## src/rtl/cpu_boot_loader.sv

```systemverilog
// Boot loader: receives a length-prefixed little-endian byte stream, writes instruction
// memory, and holds the CPU in reset until the image is loaded and a settle delay expires.
module cpu_boot_loader #(
   parameter int unsigned ADDR_W         = 10,
   parameter int unsigned RELEASE_CYCLES = 10
) (
   input  logic              clk_i,
   input  logic              reset_i,
   input  logic [7:0]        byte_i,
   input  logic              byte_valid_i,
   output logic              byte_ready_o,
   output logic              imem_we_o,
   output logic [ADDR_W-1:0] imem_addr_o,
   output logic [31:0]       imem_wdata_o,
   output logic              cpu_reset_o,
   output logic              load_done_o,
   output logic              err_o,
   output logic [15:0]       words_loaded_o
);

   localparam int unsigned CAP   = 32'd1 << ADDR_W;
   localparam int unsigned CNT_W = (RELEASE_CYCLES < 2) ? 1 : $clog2(RELEASE_CYCLES + 1);

   typedef enum logic [2:0] {
      S_HDR0,
      S_HDR1,
      S_LOAD,
      S_RELEASE_WAIT,
      S_RUN
   } state_t;

   state_t              r_state;
   state_t              w_next;
   logic                w_ready;
   logic                w_xfer;
   logic                w_last_word;
   logic                w_in_range;
   logic [15:0]         w_count;
   logic [7:0]          r_count_lo;
   logic [15:0]         r_count;
   logic [1:0]          r_idx;
   logic [23:0]         r_asm;
   logic [CNT_W-1:0]    r_rel_cnt;
   logic                r_we;
   logic [ADDR_W-1:0]   r_addr;
   logic [31:0]         r_wdata;
   logic                r_cpu_reset;
   logic                r_load_done;
   logic                r_err;
   logic [15:0]         r_words;

   // Byte acceptance is a pure decode of state so the host sees it in the same cycle.
   assign w_ready     = (r_state == S_HDR0 || r_state == S_HDR1 ||
                         r_state == S_LOAD || r_state == S_RUN) && !reset_i;
   assign w_xfer      = byte_valid_i && w_ready;
   assign w_count     = {byte_i, r_count_lo};
   assign w_last_word = (17'(r_words) + 17'd1) == 17'(r_count);
   assign w_in_range  = 32'(r_words) < CAP;

   // State register
   always_ff @(posedge clk_i) begin
      if (reset_i) r_state <= S_HDR0;
      else         r_state <= w_next;
   end

   // Next-state decode
   always_comb begin
      w_next = r_state;
      case (r_state)
         S_HDR0: if (w_xfer) w_next = S_HDR1;
         S_HDR1: if (w_xfer) w_next = (w_count == 16'd0) ? S_RELEASE_WAIT : S_LOAD;
         S_LOAD: if (w_xfer && r_idx == 2'd3 && w_last_word) w_next = S_RELEASE_WAIT;
         S_RELEASE_WAIT: if (r_rel_cnt == CNT_W'(0)) w_next = S_RUN;
         S_RUN: if (w_xfer) w_next = S_HDR1;
         default: w_next = S_HDR0;
      endcase
   end

   // Header capture, word assembly, memory write and release control
   always_ff @(posedge clk_i) begin
      if (reset_i) begin
         r_count_lo  <= 8'd0;
         r_count     <= 16'd0;
         r_idx       <= 2'd0;
         r_asm       <= 24'd0;
         r_rel_cnt   <= CNT_W'(0);
         r_we        <= 1'b0;
         r_addr      <= ADDR_W'(0);
         r_wdata     <= 32'd0;
         r_cpu_reset <= 1'b1;
         r_load_done <= 1'b0;
         r_err       <= 1'b0;
         r_words     <= 16'd0;
      end else begin
         r_we        <= 1'b0;
         r_cpu_reset <= (w_next != S_RUN);
         r_load_done <= (w_next == S_RUN);

         if (r_state != S_RELEASE_WAIT && w_next == S_RELEASE_WAIT)
            r_rel_cnt <= CNT_W'(RELEASE_CYCLES);
         else if (r_state == S_RELEASE_WAIT && r_rel_cnt != CNT_W'(0))
            r_rel_cnt <= r_rel_cnt - CNT_W'(1);

         if (w_xfer) begin
            case (r_state)
               S_HDR0, S_RUN: r_count_lo <= byte_i;
               S_HDR1: begin
                  r_count <= w_count;
                  r_words <= 16'd0;
                  r_err   <= 32'(w_count) > CAP;
                  r_idx   <= 2'd0;
               end
               S_LOAD: begin
                  r_idx <= r_idx + 2'd1;
                  if (r_idx != 2'd3) begin
                     r_asm <= {byte_i, r_asm[23:8]};
                  end else begin
                     // Words past capacity are consumed and counted but never written.
                     r_we    <= w_in_range;
                     r_addr  <= r_words[ADDR_W-1:0];
                     r_wdata <= {byte_i, r_asm};
                     if (r_words != 16'hFFFF) r_words <= r_words + 16'd1;
                  end
               end
               default: ;
            endcase
         end
      end
   end

   assign byte_ready_o   = w_ready;
   assign imem_we_o      = r_we;
   assign imem_addr_o    = r_addr;
   assign imem_wdata_o   = r_wdata;
   assign cpu_reset_o    = r_cpu_reset;
   assign load_done_o    = r_load_done;
   assign err_o          = r_err;
   assign words_loaded_o = r_words;

endmodule
```

## config.mk

```make
export PLATFORM = sky130hd
export DESIGN_NAME = cpu_boot_loader
export DESIGN_NICKNAME = d
export VERILOG_FILES = /design/src/rtl/cpu_boot_loader.sv
export SDC_FILE = /design/constraint.sdc
export NUM_CORES = 1
export LEC_CHECK = 0
export ABC_AREA = 0
export ABC_CLOCK_PERIOD_IN_PS = 2450
export CAP_MARGIN = 30
export CORE_MARGIN = 1.5
export CORE_UTILIZATION = 40
export DETAILED_ROUTE_END_ITERATION = 8
export PLACE_DENSITY = 0.67
export SYNTH_ARGS = -nofsm -noshare
export SYNTH_HDL_FRONTEND = slang
export SYNTH_SLANG_ARGS = --single-unit
```

## constraint.sdc

```tcl
create_clock -name clk_i -period 2.45 [get_ports clk_i]
set_clock_uncertainty 0.15 [all_clocks]
set_input_delay 0.49 -clock clk_i [delete_from_list [all_inputs] [get_ports clk_i]]
set_output_delay 0.49 -clock clk_i [all_outputs]
set_load 0.05 [all_outputs]
```

### Yosys cells after proc, flatten, opt, wreduce, memory -nomap -nowiden

Index checks and enable logic that the tools add are counted.

| cells by class | value |
|---|---|
| add/subtract/negate cells | 4 |
| $lt $le $gt $ge | 2 |
| equal/unequal tests | 14 |
| multiplexer cells | 12 |
| bitwise gates (word level) | 3 |
| reductions and logical operators | 25 |

Operators by type and width:

| operator | number |
|---|---|
| 2-to-1 mux 16 bit | 2 |
| case mux 16 bit (2 select lines) | 1 |
| adder 16 x 1 -> 17 bit (second input constant) | 1 |
| == test 17 x 16 -> 1 bit | 1 |
| adder 16 x 1 -> 16 bit (second input constant) | 1 |
| > comparator 16 x 11 -> 1 bit (second input constant) | 1 |
| zero test 16 bit | 1 |
| less-than comparator 16 x 11 -> 1 bit (second input constant) | 1 |
| != test 16 bit (second input constant) | 1 |
| 2-to-1 mux 3 bit | 4 |
| case mux 3 bit (4 select lines) | 1 |
| == test 3 x 2 -> 1 bit (second input constant) | 3 |
| 2-to-1 mux 4 bit | 2 |
| == test 3 bit (second input constant) | 2 |
| logical AND 1 bit | 6 |
| AND reduction 2 bit | 3 |
| AND reduction 3 bit | 2 |
| zero test 4 bit | 1 |
| != test 2 bit (second input constant) | 2 |
| case mux 2 bit (2 select lines) | 1 |
| AND reduction 4 bit | 1 |
| nonzero test 2 bit | 2 |
| nonzero test 4 bit | 1 |
| OR reduction 2 bit | 2 |
| 13 further kinds | 17 |

| storage, ports and cells | value |
|---|---|
| bits in registers | 119 |
| input port bits | 11 |
| output and inout port bits | 63 |

### Depth between registers and ports, before layout

| logic depth | value |
|---|---|
| word-level depth | 13 |
| gate-level depth with buffers | 9 |
| gate-level depth less buffers | 8 |

### Worst setup path before layout

No wires, ideal clock.

| path | value |
|---|---|
| path type | reg-to-reg |
| start point | register r_words[0] (netlist: words_loaded_o[0]) |
| end point | register r_rel_cnt[0] |
| setup time | 0.116 ns |
| data arrival time | 2.814 ns |
| data required time | 2.184 ns |
| setup slack | -0.630 ns |
| cell stages (with the launch flop) | 10 |
| clock period less this slack | 3.080 ns |
| cells stage by stage | dfxtp_1 -> ha_1 -> buf_2 -> nand3_1 -> nor4_1 -> nand3b_1 -> o211ai_1 -> o211ai_1 -> a2111o_1 -> and3_2 |

| on the way | value |
|---|---|
| word-level cells in the longest chain between the ends | 8 |

RTL lines:

| element | RTL line | source |
|---|---|---|
| start, declared | 50 | `logic [15:0] r_words;` |
| start signal, assigned | 122 | `if (r_words != 16'hFFFF) r_words <= r_words + 16'd1;` |
| adder 16 x 1 -> 17 bit | 57 | `assign w_last_word = (17'(r_words) + 17'd1) == 17'(r_count);` |
| == test 17 x 16 -> 1 bit | 57 |  |
| logical AND 1 bit | 72 | `S_LOAD: if (w_xfer && r_idx == 2'd3 && w_last_word) w_next = S_RELEASE_WAIT;` |
| 2-to-1 mux 3 bit | 72 |  |
| case mux 3 bit (4 select lines) | 69 | `case (r_state)` |
| == test 3 x 2 -> 1 bit | 99 | `if (r_state != S_RELEASE_WAIT && w_next == S_RELEASE_WAIT)` |
| logical AND 1 bit | 99 |  |
| OR reduction 2 bit (no source line) | n/a |  |
| end signal, assigned | 100 | `r_rel_cnt <= CNT_W'(RELEASE_CYCLES);` |
| end signal, assigned | 102 | `r_rel_cnt <= r_rel_cnt - CNT_W'(1);` |
| end, declared | 43 | `logic [CNT_W-1:0] r_rel_cnt;` |

Every way passes these cells.
A chain may end at the register's enable or synchronous reset.

### Worst setup path after layout

| path | value |
|---|---|
| start point | register r_words[3] (netlist: words_loaded_o[3]) |
| end point | register r_state[0] |

| on the way | value |
|---|---|
| word-level cells in the longest chain between the ends | 5 |

RTL lines:

| element | RTL line | source |
|---|---|---|
| adder 16 x 1 -> 17 bit | 57 |  |
| == test 17 x 16 -> 1 bit | 57 |  |
| logical AND 1 bit | 72 |  |
| 2-to-1 mux 3 bit | 72 |  |
| case mux 3 bit (4 select lines) | 69 |  |
| end signal, assigned | 63 | `else r_state <= w_next;` |
| end, declared | 32 | `state_t r_state;` |

Every way passes these cells.

==> flow_summary.yaml <==
run_status:
  status: "finished with violations"
  violations: "negative setup slack"
sta:
  slew_headroom_pct: 50.6
  worst_slack_ps: -77.4
  fmax_mhz: 396
  slew_viol_final: 0
  period_share_pct: 103
  worst_pin_slew_ps: 741
  fin_hold_ws_ps: 304
  rsz0062_at_grt: "yes"
  finalSetupViolations: 3
  final-hold-violation-count: 0
  final.min_clock_period_ps: 2530
grt:
  gr-total-overflow: 0
  grt_pass1_wl_microns: 23400
  grt_pass1_vias: 4676
  grtUsageTotal_pct: 22.5
  grt_start_max_net_pins: 74
  antenna_found_initial: 0
clock_network:
  clock-sinks: 119
  clockBufferDepth: 2
  cts_made_buffers: 17
  path_clk_slew_ps: 60
  clock_latency_ps: 420
  tritoncts: "yes"
  htree_levels: 4
  root_buffer: "clkbuf_16"
cells_and_area:
  n_antenna_cell: 0
  stdcell_count: 968
  stdcell_area_sq_um: 7230
  drive_gt1_share_pct: 18.1
  final_nets: 797
  fill_cells: 1149
  areaGrowthSynthToFinish_pct: 40.7
worst_setup_path:
  r2r_end: "r_state[0]"
  crit_type: "flop to flop"
  endpoint_kind: "flop"
  reg2reg_setup_slack_ps: -80
  cp_max_fo: 6
  crit_chain: "nand4_4 > or4_4 > xnor2_1 > nand2_1 > a2111o_1 > a2111o_1 > a221oi_2"
  crit_path_top_delay_cell: "or4_4"
  worstPathRequired_ps: 2630
  cp-endpoint: "r_state[0]"
  max_stage_delay_ps: 540
  cp.arrival_ps: 2710
  cp_common_cell: "a2111o_1"
  crit_path_start: "words_loaded_o[3]"
  r2r_start: "words_loaded_o[3]"
  r2r_cells: 7
  crit_path_start_kind: "flop"
floorplanning:
  core_area_sq_um: 12600
  num_rows: 41
  die_area_sq_um: 13500
  initial_utilization_pct: 40.9
  io_pins: 74
  die_w_microns: 116
  die_y_microns: 116
logic_synthesis:
  avgSynthCellArea_sq_um: 7.71
  synthesis.area_sq_um: 5130
  yosys_warnings: 0
  ys_types: 50
  netlist_instances: 666
  yosysSeqAreaShare_pct: 46.4
  postSynthNetCount: 680
  ys_ff_latch: 119
route:
  first_pass_iters: 5
  via_count: 5053
  antenna_left: 0
  drc: 0
  drt_iter0_drc: 391
  wl_per_cell_microns: 15.1
  drt-vias-per-instance: 5.22
  finalWirelength_microns: 14700
place:
  dpl_cell_area_sq_um: 6530
  gp_congestion: 0.876
  place_worst_setup_slack_ps: -532
  dp_hpwl_microns: 10100
  io_buffers: 73
  place_inst: 931
power:
  leakage_uw: 0.00252
  power_density_nw_per_um2: 668
  ir_worst_vdd_v: 0.000397
  total_power_uw: 4830
job:
  drv_cap: 0
hold_path:
  hold_class: "flop to flop"
-- stage by stage --
stage / TNS (ps) / utilization [%]
after floorplan: -155 / -
final: -159 / 57.5
after global routing: -394 / 57.5
after global placement: -11090 / 52.0
after CTS: -135 / 57.4
after detailed placement: -11600 / 52.0
-- how the worst min path moves through the flow --
stage | cells after the start | from | to | slack, ps
after floorplan | 2 | r_asm[0] | imem_wdata_o[0] | 280
after global placement | 2 | imem_addr_o[5] | imem_addr_o[5] | 290
after detailed placement | 2 | r_asm[7] | imem_wdata_o[7] | 300
after CTS | 2 | imem_wdata_o[31] | imem_wdata_o[31] | 310
after global routing | 2 | imem_wdata_o[31] | imem_wdata_o[31] | 320
final | 2 | imem_addr_o[5] | imem_addr_o[5] | 300
-- placed cells by master, fill, tap and decap left out, types with 4 or more instances in the layout --
cell             count
nand2_1            210
a21oi_1            106
dfxtp_1            104
buf_4               71
clkdlybuf4s50_1     70
nor2_1              30
clkbuf_16           18
xnor2_1             15
nor3_1              14
dfxtp_4             13
o21ai_0             10
a311oi_1            10
nand3_1              8
inv_1                7
nor4_1               7
xor2_1               5
nand4_1              5
buf_12               5
nand2b_1             4
a211oi_1             4
o211ai_1             4
and3_4               4
a31oi_1              4
-- cells in the mapped netlist (all sizes together) --
master	instances	area share, %
clkbuf	35	2.6
o21ai	11	1.1
nor2b	3	0.37
nand3b	2	0.29
and2	3	0.37
a21o	2	0.29
buf	14	1.7
maj3	1	0.19
xnor2	16	2.7
and4	2	0.37
nand4b	1	0.17
and3	7	0.93
nand3	8	0.78
mux2	1	0.22
nor3	16	1.7
a21oi	106	10
dfxtp	119	46
or2	2	0.24
nand2	211	15
nor3b	1	0.15
and2b	1	0.15
inv	7	0.51
a22oi	2	0.29
a211o	1	0.17
o311a	3	0.58
or4	1	0.22
a311oi	10	1.7
nand2b	4	0.49
and4bb	1	0.24
a31oi	4	0.49
nor2	30	2.2
a2111o	2	0.44
a221oi	1	0.29
xor2	5	0.85
a211oi	4	0.58
or3	3	0.37
nor4	9	1.1
nand4	7	1.3
o21a	1	0.15
o211a	2	0.39
o211ai	4	0.58
ha	3	0.73
-- logic make-up after synthesis --
group / count (synthesis) / share of synthesized area, %
AO/OA/AOI/OAI: 153 / 17.4
XOR/XNOR: 21 / 3.58
adder cells (fa/ha/maj): 4 / 0.926
buffers and inverters: 56 / 4.75
flip-flops: 119 / 46.4
multiplexers: 1 / 0.219
AND/OR/NAND/NOR: 312 / 26.8
-- state kept, by name, summed over array words and instances, names as in the netlist --
name,count
cpu_reset_o,1
err_o,1
imem_addr_o,10
imem_wdata_o,32
imem_we_o,1
load_done_o,1
r_asm,24
r_count,16
r_count_lo,8
r_idx,2
r_rel_cnt,4
r_state,3
words_loaded_o,16
-- routing by layer --
| metal | share of wire (%) | wire (microns) | track usage, % |
|---|---|---|---|
| met2 | 46 | 6770 | 35.7 |
| met1 | 47 | 6950 | 30.4 |
| met5 | 0 | 0 | 0 |
| met3 | 5.3 | 777 | 4.62 |
| met4 | 1.1 | 164 | 7.97 |
-- power by group --
| group | leakage, uW | internal, uW | total (uW) | switching [uW] |
|---|---|---|---|---|
| Combinational | 0.00124 | 86.2 | 218 | 132 |
| Sequential | 0.000971 | 1940 | 1960 | 16.5 |
| Clock | 0.000309 | 1730 | 2650 | 928 |
| Total | 0.00252 | 3750 | 4830 | 1080 |
-- cell type report --
cell class,count,area (sq um),share of cell area [%]
multi-input cells,491,2560,35.5
repair buffers,147,1350,18.6
clock buffers,20,478,6.61
flip-flops and latches,119,2430,33.7
inverters,7,26.3,0.364
clock inverters,12,163,2.25
well taps,172,215,2.98
-- timing repair --
| item | 4_1_cts | 5_1_grt |
|---|---|---|
| setup buffers | 4 | 1 |
| pin swaps | 8 | 7 |
| gates resized for setup | 4 | 1 |
| hold buffers | 0 | 0 |
| endpoints found under the setup margin | 5 | 6 |
-- critical path: cells and delay by family (launching register included) --
family / cells / cell delay, ps
simple gates: 3 / 720
compound gates: 3 / 1020
xor+xnor: 1 / 150
flops: 1 / 390
Power figures use the tool's default switching activity.
